### config.mk
export PLATFORM = sky130hd
export DESIGN_NAME = capture_ctl_flat
export DESIGN_NICKNAME = d
export VERILOG_FILES = /design/src/rtl/capture_ctl_pkg.sv /design/src/rtl/capture_ctl_if.sv /design/src/rtl/capture_ctl.sv /design/src/flat_wrapper.sv
export SDC_FILE = /design/constraint.sdc
export NUM_CORES = 1
export LEC_CHECK = 0
export CAP_MARGIN = 0
export CORE_AREA = 2 2 141 74
export CTS_BUF_LIST = sky130_fd_sc_hd__clkbuf_2
export DETAILED_ROUTE_END_ITERATION = 10
export DIE_AREA = 0 0 143 76
export DONT_BUFFER_PORTS = 1
export HOLD_SLACK_MARGIN = 0.06
export PLACE_DENSITY = 0.51
export SYNTH_ARGS = -nofsm -noshare
export SYNTH_HDL_FRONTEND = slang
export SYNTH_SLANG_ARGS = --single-unit
### constraint.sdc
create_clock -name clk -period 5.6 [get_ports clk]
set_clock_uncertainty 0.1 [all_clocks]
set_input_delay 0 -clock clk [delete_from_list [all_inputs] [get_ports clk]]
set_output_delay 0 -clock clk [all_outputs]
set_load 0.01 [all_outputs]
### src/rtl/capture_ctl_pkg.sv
`default_nettype none
// +----------------------------------------------------------------------+
// | capture_ctl_pkg : state encodings and counter sizing for capture_ctl |
// | Revision 1.0                                                         |
// +----------------------------------------------------------------------+
package capture_ctl_pkg;

  typedef enum logic [1:0] {
    ST_IDLE = 2'd0,
    ST_FILL = 2'd1,
    ST_WAIT = 2'd2,
    ST_POST = 2'd3
  } state_t;

  // One extra bit so a full-buffer post-trigger count of 2^aw fits.
  localparam int CNT_EXTRA_BITS = 1;

  function automatic int cnt_width(input int addr_w);
    return addr_w + CNT_EXTRA_BITS;
  endfunction

endpackage
`default_nettype wire

### src/rtl/capture_ctl_if.sv
`default_nettype none
// +----------------------------------------------------------------------+
// | capture_ctl_if : control, sample and RAM write-port bundle           |
// | Revision 1.0                                                         |
// +----------------------------------------------------------------------+
interface capture_ctl_if #(
  parameter int aw = 8,
  parameter int dw = 8
);

  logic          arm;
  logic [aw-1:0] pre_count;
  logic [dw-1:0] din;
  logic          din_valid;
  logic          trig;
  logic [aw-1:0] ram_addr;
  logic [dw-1:0] ram_data;
  logic          ram_wen;
  logic          busy;
  logic          done;
  logic [aw-1:0] trig_addr;

  modport master (
    output arm, pre_count, din, din_valid, trig,
    input  ram_addr, ram_data, ram_wen, busy, done, trig_addr
  );

  modport slave (
    input  arm, pre_count, din, din_valid, trig,
    output ram_addr, ram_data, ram_wen, busy, done, trig_addr
  );

endinterface
`default_nettype wire

### src/rtl/capture_ctl.sv
`default_nettype none
// +----------------------------------------------------------------------+
// | capture_ctl : pre/post-trigger capture into a circular RAM buffer    |
// | Revision 1.0                                                         |
// +----------------------------------------------------------------------+
module capture_ctl
  import capture_ctl_pkg::*;
#(
  parameter int aw = 8,
  parameter int dw = 8
) (
  input  wire logic         clk,
  input  wire logic         rst,
  capture_ctl_if.slave      bus
);

  localparam int            CW    = cnt_width(aw);
  localparam logic [CW-1:0] DEPTH = {1'b1, {aw{1'b0}}};

  state_t        state_q, state_d;
  logic [aw-1:0] wptr_q, wptr_d;
  logic [aw-1:0] pre_q, pre_d;
  logic [CW-1:0] cnt_q, cnt_d;
  logic [aw-1:0] ram_addr_q, ram_addr_d;
  logic [dw-1:0] ram_data_q, ram_data_d;
  logic          ram_wen_q, ram_wen_d;
  logic          done_q, done_d;
  logic [aw-1:0] trig_addr_q, trig_addr_d;

  logic [CW-1:0] post_total;
  logic [CW-1:0] cnt_inc;
  logic          accept;

  always_ff @(posedge clk) begin
    if (rst) begin
      state_q     <= ST_IDLE;
      wptr_q      <= '0;
      pre_q       <= '0;
      cnt_q       <= '0;
      ram_addr_q  <= '0;
      ram_data_q  <= '0;
      ram_wen_q   <= 1'b0;
      done_q      <= 1'b0;
      trig_addr_q <= '0;
    end else begin
      state_q     <= state_d;
      wptr_q      <= wptr_d;
      pre_q       <= pre_d;
      cnt_q       <= cnt_d;
      ram_addr_q  <= ram_addr_d;
      ram_data_q  <= ram_data_d;
      ram_wen_q   <= ram_wen_d;
      done_q      <= done_d;
      trig_addr_q <= trig_addr_d;
    end
  end

  always_comb begin
    state_d     = state_q;
    wptr_d      = wptr_q;
    pre_d       = pre_q;
    cnt_d       = cnt_q;
    ram_addr_d  = ram_addr_q;
    ram_data_d  = ram_data_q;
    ram_wen_d   = 1'b0;
    done_d      = done_q;
    trig_addr_d = trig_addr_q;
    accept      = 1'b0;
    post_total  = DEPTH - {1'b0, pre_q};
    cnt_inc     = cnt_q + CW'(1);

    if (bus.arm) begin
      // A sample arriving with arm belongs to no capture and is dropped.
      pre_d   = bus.pre_count;
      wptr_d  = '0;
      cnt_d   = '0;
      done_d  = 1'b0;
      state_d = (bus.pre_count != '0) ? ST_FILL : ST_WAIT;
    end else begin
      accept = bus.din_valid && (state_q != ST_IDLE);
      if (accept) begin
        ram_wen_d  = 1'b1;
        ram_addr_d = wptr_q;
        ram_data_d = bus.din;
        wptr_d     = wptr_q + aw'(1);
      end

      case (state_q)
        ST_FILL: begin
          if (accept) begin
            cnt_d = cnt_inc;
            if (cnt_inc == {1'b0, pre_q}) begin
              cnt_d   = '0;
              state_d = ST_WAIT;
            end
          end
        end
        ST_WAIT: begin
          if (accept && bus.trig) begin
            trig_addr_d = wptr_q;
            cnt_d       = CW'(1);
            // The trigger sample alone can close the capture when pre_count = 2^aw-1.
            if (post_total == CW'(1)) begin
              state_d = ST_IDLE;
              done_d  = 1'b1;
            end else begin
              state_d = ST_POST;
            end
          end
        end
        ST_POST: begin
          if (accept) begin
            cnt_d = cnt_inc;
            if (cnt_inc == post_total) begin
              state_d = ST_IDLE;
              done_d  = 1'b1;
            end
          end
        end
        default: ;
      endcase
    end
  end

  assign bus.ram_addr  = ram_addr_q;
  assign bus.ram_data  = ram_data_q;
  assign bus.ram_wen   = ram_wen_q;
  assign bus.done      = done_q;
  assign bus.trig_addr = trig_addr_q;
  assign bus.busy      = (state_q != ST_IDLE);

endmodule
`default_nettype wire

### src/flat_wrapper.sv
// flat-port wrapper written by rule: the top's interface ports become plain ports
module capture_ctl_flat import capture_ctl_pkg::*;
#(
  parameter int aw = 8,
  parameter int dw = 8
)
  (clk, rst, bus_arm, bus_pre_count, bus_din, bus_din_valid, bus_trig, bus_ram_addr, bus_ram_data, bus_ram_wen, bus_busy, bus_done, bus_trig_addr);
  capture_ctl_if #(.aw(aw), .dw(dw)) bus_i ();
  input  wire logic clk;
  input  wire logic rst;
  input wire logic [$bits(bus_i.arm)-1:0] bus_arm;
  input wire logic [$bits(bus_i.pre_count)-1:0] bus_pre_count;
  input wire logic [$bits(bus_i.din)-1:0] bus_din;
  input wire logic [$bits(bus_i.din_valid)-1:0] bus_din_valid;
  input wire logic [$bits(bus_i.trig)-1:0] bus_trig;
  output wire logic [$bits(bus_i.ram_addr)-1:0] bus_ram_addr;
  output wire logic [$bits(bus_i.ram_data)-1:0] bus_ram_data;
  output wire logic [$bits(bus_i.ram_wen)-1:0] bus_ram_wen;
  output wire logic [$bits(bus_i.busy)-1:0] bus_busy;
  output wire logic [$bits(bus_i.done)-1:0] bus_done;
  output wire logic [$bits(bus_i.trig_addr)-1:0] bus_trig_addr;
  assign bus_i.arm = bus_arm;
  assign bus_i.pre_count = bus_pre_count;
  assign bus_i.din = bus_din;
  assign bus_i.din_valid = bus_din_valid;
  assign bus_i.trig = bus_trig;
  assign bus_ram_addr = bus_i.ram_addr;
  assign bus_ram_data = bus_i.ram_data;
  assign bus_ram_wen = bus_i.ram_wen;
  assign bus_busy = bus_i.busy;
  assign bus_done = bus_i.done;
  assign bus_trig_addr = bus_i.trig_addr;
  capture_ctl #(.aw(aw), .dw(dw)) u_core (.clk(clk), .rst(rst), .bus(bus_i));
endmodule
# Word level (Yosys, flattened, before mapping)
# Cells that the tools add are included.
[word_totals] in_bits=21 out_inout_bits=27 reg_bits=53
[classes] bitwise_logic=1 n_reduce_logical=13 eq_ne=16 add_sub_neg=3 n_mux=20
[ops] op="two-way mux 9 bit" count=4
[ops] op="case mux 9 bit (3 select lines)" count=1
[ops] op="two-way mux 2 bit" count=8
[ops] op="inequality test 3 x 2 -> 1 bit (second input constant)" count=5
[ops] op="inequality test 2 x 1 -> 1 bit (second input constant)" count=5
[ops] op="adder 9 x 1 -> 9 bit (second input constant)" count=1
[ops] op="== test 9 x 1 -> 1 bit (second input constant)" count=1
[ops] op="== test 9 x 8 -> 1 bit" count=1
[ops] op="== test 9 bit" count=1
[ops] op="subtractor 9 x 8 -> 9 bit (first input constant)" count=1
[ops] op="adder 8 x 1 -> 8 bit (second input constant)" count=1
[ops] op="nonzero test 8 bit" count=1
[ops] op="case mux 2 bit (3 select lines)" count=1
[ops] op="AND reduction 6 bit" count=1
[ops] op="two-way mux 1 bit" count=5
[ops] op="AND reduction 5 bit" count=1
[ops] op="== test 2 bit (second input constant)" count=2
[ops] op="AND reduction 4 bit" count=1
[ops] op="nonzero test 2 bit" count=2
[ops] op="nonzero test 4 bit" count=1
[ops] op="AND reduction 3 bit" count=1
[ops] op="nonzero test 3 bit" count=1
[ops] op="== test 2 x 1 -> 1 bit (second input constant)" count=1
[ops] op="logical AND 1 bit" count=2
[ops] op="other kinds (4)" count=4

# Longest topological paths before layout
# Gate-level depths: netlist (run 1).
[depth] ltp_word=6 depth_mapped=8 depth_no_buf=8

# Least setup slack after synthesis (run 1)
# OpenSTA, ideal clock, no wires.
[synth_path] path_type="reg-to-reg" startpoint="reg u_core.pre_q[0]" endpoint="reg u_core.state_q[1]" stages_incl_launch_ff=9 period_less_slack_ns=2.425 path_slack_ns=3.175 setup_ns=0.132 t_arrival_ns=2.193 t_required_ns=5.368 path_cell_list="dfxtp_1 inv_1 ha_1 or3b_4 or3_1 or3_1 xor2_1 nor4_2 o22ai_1"
[synth_between] elab_chain_len=6 word_cells_on_any_way=11
[synth_lines] element="from (decl)" line="capture_ctl.sv:22" rtl="logic [aw-1:0] pre_q, pre_d;"
[synth_lines] element="from (signal assigned)" line="capture_ctl.sv:48" rtl="pre_q <= pre_d;"
[synth_lines] element="subtractor 9 x 8 -> 9 bit" line="capture_ctl.sv:69" rtl="post_total = DEPTH - {1'b0, pre_q};"
[synth_lines] element="== test 9 x 1 -> 1 bit" line="capture_ctl.sv:103" rtl="if (post_total == CW'(1)) begin"
[synth_lines] element="two-way mux 2 bit" line="capture_ctl.sv:103"
[synth_lines] element="two-way mux 2 bit" line="capture_ctl.sv:99" rtl="if (accept && bus.trig) begin"
[synth_lines] element="case mux 2 bit (3 select lines)" line="capture_ctl.sv:88" rtl="case (state_q)"
[synth_lines] element="two-way mux 2 bit" line="capture_ctl.sv:72" rtl="if (bus.arm) begin"
[synth_lines] element="to (signal assigned)" line="capture_ctl.sv:46" rtl="state_q <= state_d;"
[synth_lines] element="to (decl)" line="capture_ctl.sv:20" rtl="state_t state_q, state_d;"
# Parallel ways exist; a longest one is shown, timed or not. The select of a mux whose other input is x is not followed.
# A chain may end at the register's enable or synchronous reset.

# Worst setup path after layout (run 1)
[layout_path] startpoint="reg u_core.state_q[1]" endpoint="reg u_core.ram_data_q[2], in the netlist u_core.bus.ram_data[2]"
[layout_between] elab_chain_len=3
[layout_lines] element="nonzero test 2 bit"
[layout_lines] element="via bus_busy" line="flat_wrapper.sv:19" rtl="output wire logic [$bits(bus_i.busy)-1:0] bus_busy;"
[layout_lines] element="logical AND 1 bit" line="capture_ctl.sv:80" rtl="accept = bus.din_valid && (state_q != ST_IDLE);"
[layout_lines] element="AND reduction 2 bit (no source line)"
[layout_lines] element="to (signal assigned)" line="capture_ctl.sv:51" rtl="ram_data_q <= ram_data_d;"
[layout_lines] element="to (decl)" line="capture_ctl.sv:25" rtl="logic [dw-1:0] ram_data_q, ram_data_d;"
# The timed path passes the listed nets, and every way through them passes these cells.

==> results of run 1 <==
-- flip-flops by register name, indices dropped and copies added (netlist names) --
signal	cells
u_core.cnt_q	9
u_core.bus.ram_addr	8
u_core.bus.ram_data	8
u_core.bus.trig_addr	8
u_core.pre_q	8
u_core.wptr_q	8
u_core.state_q	2
u_core.bus.done	1
u_core.bus.ram_wen	1
-- cell type report --
| class | count | area, µm² |
|---|---|---|
| Multi-Input combinational cell | 255 | 1551 |
| Clock inverter | 3 | 21.27 |
| Clock buffer | 5 | 25.02 |
| Fill cell | 1050 | 6570 |
| Sequential cell | 53 | 1061 |
| Timing Repair Buffer | 35 | 357.8 |
| Tap cell | 140 | 175.2 |
| Inverter | 8 | 30.03 |
-- worst max-delay path, cell delays in order (launching register included) --
cell,delay [ps]
dfxtp_1,660
or2_2,240
nand2_1,150
nor2_1,130
dlygate4sd3_1,560
buf_4,230
nand2_1,90
dlygate4sd3_1,560
a21oi_1,110
dlygate4sd3_1,550
-- report_power, final --
part	internal (mW)	leakage (nW)	switching (mW)	total [mW]
clock	0.0316	0.0294	0.133	0.165
combinational	0.0472	0.683	0.0533	0.101
sequential	0.387	0.430	0.0162	0.404
-- metal layers --
| metal | global-route usage, % | routed length (µm) |
|---|---|---|
| met5 | 0 | 0 |
| met4 | 1.881 | 21 |
| met2 | 18.47 | 2814 |
| met1 | 24.75 | 4212 |
| met3 | 4.965 | 844 |
-- metrics by stage --
stage	hold slack, ps	setup WS, ps	cell area, µm²	std cells	util [%]
floorplan	35.98	3175	2731	337	-
global placement	-25.78	2757	2825	457	28.85
detailed placement	-23.78	2732	2825	457	28.85
CTS	88.87	2269	3222	499	32.90
global route	74.12	1968	3222	499	32.90
finish	117.3	2237	3222	499	32.90
-- final timing paths --
path / start / end / slack (ps) / cells after the start
max: u_core.state_q[1] / u_core.bus.ram_data[2] / 2240 / 9
min: bus_pre_count[2] / u_core.pre_q[2] / 120 / 3
max reg2reg: u_core.state_q[1] / u_core.bus.ram_data[2] / 2240 / 9
min reg2reg: u_core.wptr_q[6] / u_core.bus.ram_addr[6] / 410 / 2
-- cell families (layout without fill, tap and decap cells) --
family                     count (synthesis)  in the layout
AOI/OAI and AO/OA                         64             64
xor gates and xnor gates                  23             23
adders and majority gates                  4              4
buffers and inverters                     29             51
DFF                                       53             53
muxes                                     16             16
and+or+nand+nor                          148            148
-- timing repair --
item                                    in CTS  in global routing
endpoints found under the setup margin       0                  0
hold buffers                                34                  0
endpoints found under the hold margin       53                  0
-- layout by cell type (no fill, tap or decap), types with 3 or more instances in the layout --
master         Yosys  layout
nor2_1            38      38
xnor2_1           12      12
nand3_1           10      10
nand4_1            6       6
inv_1              8       8
o311ai_0           3       3
a21oi_1           25      25
and3_1             8       8
or2_2              5       5
or3_1              6       6
mux2i_1           16      16
xor2_1             9       9
nor3_1             4       4
nor4_1             3       3
o21ai_0           13      13
dlygate4sd3_1      0      33
dfxtp_1           53      53
ha_1               4       4
nand2_1           53      53
clkbuf_2           0       5
==> impl_metrics.ini, run 1 <==
[placed_design]
hpwlAfterDp_um = 5682
gp_congestion = 0.8619
port_buffers = 0

[sta]
setup_viol = 0
fmax_mhz = 297.4
grt_setup_unrepaired = false
slew_headroom_pct = 43.60
final.period_utilization_pct = 60.05
worstMarginPinSlew_ps = 843.2
drv_slew = 0
period_minus_slack_ps = 3363
final-hold-violation-count = 0
setup_tns_ps = 0

[logic_synthesis]
synth_fa_ha_area_share_pct = 1.832
synth_cells = 337
synth_commonest_cells = 53 x dfxtp_1, 53 x nand2_1, 38 x nor2_1
synth_top_area_share_pct = 38.85
async_flop_share_pct = 0
synthTopCellsByArea = dfxtp_1 39%, nand2_1 7.3%, mux2i_1 5.9%, nor2_1 5.2%, a21oi_1 4.6%
synthFlopType = dfxtp_1
synth_fp_nets = 362
ys_warn_count = 0
synthXorXnorAreaFrac_pct = 8.429
netlist_area_um2 = 2731
synthDistinctLibCells = 51
synth-seq-cells = 53
synth.area.mux_share_pct = 5.863
synth_top_family_by_area = simple AND/OR/NAND/NOR gates
synth-simple-area-share_pct = 25.97
yosysSeqAreaShare_pct = 38.85
synth-edff-count = 0
yosys.area.top_type = dfxtp_1
syn_avg_cell_area_um2 = 8.105
synth_compound_area_share_pct = 14.70

[drt]
wl_per_cell_um = 15.81
drtIter0Drc = 251
antenna_left = 0
dr_total_vias = 2460
drt-vias-per-instance = 4.930
drt_wl_total_um = 7891
drc_errors = 0
drt_pre_antenna_iters = 4

[finish]
area_growth_pct = 17.96
diodes = 0
drive_gt1_share_pct = 5.571
fin_nets = 383

[clock_network]
cts_setup_buffers = 0
clk_pin_slew_ps = 310
cts.htree.levels = 2
clock_latency_ps = 480
cts_num_sinks = 53
cts_resized = 0
cts_made_buffers = 5
clockBufferDepth = 2
cts_tree = built
cts-root-buf = clkbuf_2

[critical_path]
cp-end-kind = flip-flop
cp_data_required_time_ps = 5960
cp_max_fo = 17
critPathKind = reg -> reg
startpoint_type = flip-flop
worstPathArrival_ps = 3730

[floorplanning]
dieArea_um2 = 10870
num_io_pins = 48
core_um2 = 9792
die_h_um = 76
row_count = 26
initial_utilization_pct = 27.89
dieWidth_um = 143

[power]
p_per_area_nw_per_um2 = 207.6
p_leak_nw = 1.142
ir_worst_vdd_mv = 0.09478
power.total_uw = 668.9

[grt]
overflow = 0
grt_util_all_layers_pct = 14.99
grt_start_max_net_pins = 38
grt_pass1_wl_um = 12880
grt_pass1_vias = 2364
antenna_found_initial = 0

[min_path]
hold_path_class = in -> reg

[run]
maxCapViolCount = 0

[outcome]
status = finished clean
(Power assumes the default switching activity.)
==> run 2, diff against run 1 <==
Clock period 5.6 ns to 3.1 ns, I/O delays scaled along.
==> run 2 against run 1 <==
Compared with the run above:
- register-to-register slack worse by 2100 ps
- worst setup slack got worse by 2100 ps
- core utilization up 0.18 points
- via count shrank 0.89%
- final cell count increased by 0.60%
- power increased by 86%
- hold slack worse by 28 ps
- critical path type unchanged
- critical endpoint is now u_core.bus.ram_data[5]
==> impl_metrics.ini, run 2 (synthesized netlist as in run 1, its figures left out) <==
[outcome]
status = finished clean

[floorplanning]
dieArea_um2 = 10870
die_h_um = 76
dieWidth_um = 143
initial_utilization_pct = 27.89
num_io_pins = 48
row_count = 26
core_um2 = 9792

[grt]
use_met2_pct = 17.75
overflow = 0
grt_pass1_vias = 2241
grt_busiest_layer = met1
grt_start_max_net_pins = 38
antenna_found_initial = 1
grtUsageMet3_pct = 3.834
grt_pass1_wl_um = 12440
grt_util_all_layers_pct = 14.77
grtUsageMet1_pct = 25.40

[power]
p_per_area_nw_per_um2 = 383.7
power.total_mw = 1.243
ir_worst_vdd_mv = 0.1776
p_leak_nw = 1.148

[drt]
dr_total_vias = 2438
drt_wl_total_um = 7938
wl_per_cell_um = 15.81
antenna_left = 0
drt_pre_antenna_iters = 4
drt-vias-per-instance = 4.857
drtIter0Drc = 226
drc_errors = 0

[finish]
most-common-layout-cells = 53 x nand2_1, 53 x dfxtp_1, 38 x nor2_1
final_util_pct = 33.08
regMostFlops = u_core.cnt_q
drive_gt1_share_pct = 6.648
fillers = 1060
largest_reg_flops = 9
area_growth_pct = 18.60
fin_nets = 385

[critical_path]
cp_max_fo = 16
cp_data_required_time_ps = 3410
startpoint_type = flip-flop
reg2reg_depth = 8
reg2reg_slack_ps = 170
rr_startpoint = u_core.state_q[0]
reg2reg_to = u_core.bus.ram_data[5]
critPathKind = reg -> reg
cp-end-kind = flip-flop
worstPathArrival_ps = 3240

[placed_design]
gp_congestion = 0.8560
hpwlAfterDp_um = 5747
port_buffers = 0

[clock_network]
cts_setup_buffers = 0
clockBufferDepth = 2
cts.htree.levels = 2
cts_num_sinks = 53
cts_resized = 0
cts-root-buf = clkbuf_2
cts_hold_buf = 31
clk_pin_slew_ps = 300
cts_made_buffers = 5
clock_latency_ps = 490
cts_tree = built

[sta]
period_minus_slack_ps = 2932
worstMarginPinSlew_ps = 779.5
final.period_utilization_pct = 94.59
slew_headroom_pct = 47.86
grt_setup_unrepaired = false
setup_tns_ps = 0
fin_hold_ws_ps = 88.96
final-hold-violation-count = 0
fmax_mhz = 341.0
setup_viol = 0
drv_slew = 0

[min_path]
hold_start = bus_pre_count[1]
holdPathEnd = u_core.state_q[1]
worstHoldPathCells = 5
hold_path_class = in -> reg

[run]
maxCapViolCount = 0
-- run 2: per-stage QoR --
stage | std cells | instance area (µm²) | setup slack, ps
finish | 502 | 3239 | 167.7
global placement | 461 | 2855 | 514.8
detailed placement | 461 | 2855 | 393.3
global route | 502 | 3239 | 0.5735
CTS | 500 | 3227 | 267.2
floorplan | 337 | 2731 | 674.8
-- run 2: area by class of cell --
cell class	count	area, µm²	area share, %
Multi-Input combinational cell	255	1551	47.89
Sequential cell	53	1061	32.75
Timing Repair Buffer	37	367.9	11.36
Tap cell	140	175.2	5.407
Inverter	8	30.03	0.9270
Clock inverter	3	26.28	0.8111
Clock buffer	5	25.02	0.7725
Antenna cell	1	2.502	0.07725
-- run 2: worst max-delay path by stage --
stage                            startpoint  slack, ps                     end
after floorplan             u_core.pre_q[0]        670       u_core.state_q[1]
after global routing      u_core.state_q[0]        0.6  u_core.bus.ram_data[5]
after detailed placement    u_core.pre_q[0]        390       u_core.state_q[0]
final                     u_core.state_q[0]        170  u_core.bus.ram_data[5]
after global placement      u_core.pre_q[0]        510       u_core.state_q[1]
after CTS                 u_core.state_q[0]        270  u_core.bus.ram_data[2]
-- run 2: worst max-delay path, stage by stage (launching register included) --
cell	delay, ps
dfxtp_1	630
or2_2	240
nand2_1	160
nor2_1	160
dlygate4sd3_1	570
buf_4	220
nand2_1	90
dlygate4sd3_1	570
a21oi_1	130
-- run 2: layer usage --
metal / up-vias / share of wire [%]
li1: 1229 / -
met1: 1123 / 55
met2: 84 / 36
met3: 2 / 8.8
met4: 0 / 0.26
met5: - / 0
-- run 2: power breakdown --
group          internal [mW]  total (mW)  switching [mW]  leakage [nW]
logic                 0.0890       0.199           0.110         0.691
clock network         0.0609       0.321           0.260        0.0271
registers              0.700       0.723          0.0231         0.430
==> run 3, diff against run 2 <==
Settings changed: PLACE_DENSITY 0.51 to 0.42.
==> run 3 against run 2 <==
Compared with the run above:
- first-iteration DRC count down 20%
- worst setup slack improved by 150 ps
- core utilization about the same
- maximum frequency rose by 5.5%
- design area hardly changed
- hold slack better by 17 ps
- wire length is 3.7% higher
==> impl_metrics.ini, run 3 (synthesized netlist as in run 1, its figures left out) <==
[sta]
drv_slew = 0
slew_headroom_pct = 45.37
setup_ws_ps = 320.4
final-hold-violation-count = 0
setup_tns_ps = 0
setup_viol = 0
fmax_mhz = 359.8
final.period_utilization_pct = 89.67
worstMarginPinSlew_ps = 816.8
period_minus_slack_ps = 2780
grt_setup_unrepaired = false

[grt]
grt_busiest_layer = met1
overflow = 0
grt_pass1_vias = 2309
grtUsageMet1_pct = 26.72
grt_util_all_layers_pct = 15.80
use_met2_pct = 18.71
antenna_found_initial = 1
grt_start_max_net_pins = 38
grt_pass1_wl_um = 13170
grtUsageMet3_pct = 4.777

[finish]
final_common_cell = nand2_1
most-common-layout-cells = 53 x nand2_1, 52 x dfxtp_1, 38 x nor2_1
drive_gt1_share_pct = 7.182
multi_input_area_um2 = 1551
regMostFlops = u_core.cnt_q
fillers = 1049
largest_reg_flops = 9
fin_nets = 386
regArea_um2 = 1062
area_growth_pct = 18.69

[critical_path]
cp_data_required_time_ps = 3390
reg2reg_slack_ps = 320
reg2reg_depth = 8
rr_startpoint = u_core.state_q[0]
crit_start = u_core.state_q[0]
critPathKind = reg -> reg
cp-end-kind = flip-flop
reg2reg_to = u_core.bus.ram_data[3]
endpoint = u_core.bus.ram_data[3]
cp_max_fo = 16
worstPathArrival_ps = 3070
startpoint_type = flip-flop

[clock_network]
clockBufferDepth = 2
clock_latency_ps = 470
cts_made_buffers = 5
cts-root-buf = clkbuf_2
cts_tree = built
cts.htree.levels = 2
cts_setup_buffers = 0
clk_pin_slew_ps = 320
cts_num_sinks = 53

[floorplanning]
initial_utilization_pct = 27.89
dieWidth_um = 143
num_io_pins = 48
core_um2 = 9792
dieArea_um2 = 10870
row_count = 26
die_h_um = 76

[drt]
dr_total_vias = 2458
drtIter0Drc = 180
drt-vias-per-instance = 4.887
wl_per_cell_um = 16.37
drt_wl_total_um = 8232
drc_errors = 0
drt_pre_antenna_iters = 4
antenna_left = 0

[placed_design]
place_ws_ps = 464.7
gp_congestion = 0.8089
port_buffers = 0
hpwlAfterDp_um = 5951

[power]
clkPwrFrac_pct = 25.2
p_switching_uw = 382.5
swShare_pct = 31.15
p_seq_share_pct = 59.0
ir_worst_vdd_mv = 0.1485
p_int_uw = 845.5
p_leak_nw = 1.148
p_per_area_nw_per_um2 = 378.8
comb_power_share_pct = 15.8

[outcome]
status = finished clean

[run]
maxCapViolCount = 0

[min_path]
hold_path_class = in -> reg
hold_start = bus_pre_count[3]
run 3: cell types whose count changed in the layout (fill, tap and decap cells not counted):
cell      previous run  this run
buf_4                5         6
clkbuf_2             5         6
dfxtp_1             53        52
dfxtp_2              0         1
inv_8                1         0
run 3: metal layers:
layer / up-vias / wire [µm]
met5: - / 0
met4: 0 / 27
met3: 2 / 644
met2: 73 / 2902
met1: 1164 / 4657
li1: 1219 / -
run 3: metrics by stage:
step | hold slack (ps) | total power, mW | area [µm²] | util, % | std cells
finish | 105.6 | 1.228 | 3242 | 33.11 | 503
global route | 65.34 | 1.287 | 3239 | 33.08 | 502
CTS | 67.21 | 1.237 | 3248 | 33.17 | 503
detailed placement | -22.63 | 0.8825 | 2863 | 29.24 | 462
global placement | -25.80 | 0.8829 | 2863 | 29.24 | 462
floorplan | 35.98 | 0.8529 | 2731 | - | 337
run 3: power groups by stage:
stage | Sequential, mW | Clock [mW] | Combinational (mW)
global route | 0.728 | 0.342 | 0.216
floorplan | 0.725 | 0 | 0.128
detailed placement | 0.735 | 0 | 0.147
CTS | 0.724 | 0.319 | 0.194
global placement | 0.735 | 0 | 0.148
finish | 0.724 | 0.309 | 0.194
run 3: what timing repair did:
item / in CTS / in global routing
gates resized for setup: 0 / 1
hold buffers: 33 / 0
endpoints found under the hold margin: 53 / 0
endpoints found under the setup margin: 0 / 1
run 3: final cells by class:
cell class / instances / share of cell area, %
multi-input cells: 255 / 47.86
flip-flops and latches: 53 / 32.77
repair buffers: 38 / 11.58
well taps: 140 / 5.403
clock buffers: 6 / 0.9263
inverters: 8 / 0.9263
clock inverters: 2 / 0.4631
diodes: 1 / 0.07719
run 3: worst max-delay path: stages (launching register included):
cell,delay [ps]
dfxtp_2,460
or2_2,360
nand2_1,220
nor2_1,80
buf_4,240
nand2_1,80
dlygate4sd3_1,540
a21oi_1,60
dlygate4sd3_1,560
run 3: worst min-delay path by stage:
| stage | cells past startpoint | end | slack [ps] |
|---|---|---|---|
| floorplan | 2 | u_core.bus.ram_data[0] | 40 |
| global placement | 1 | u_core.bus.ram_data[1] | -30 |
| detailed placement | 1 | u_core.bus.ram_data[7] | -20 |
| CTS | 5 | u_core.state_q[1] | 70 |
| global route | 3 | u_core.pre_q[6] | 70 |
| finish | 5 | u_core.state_q[1] | 110 |
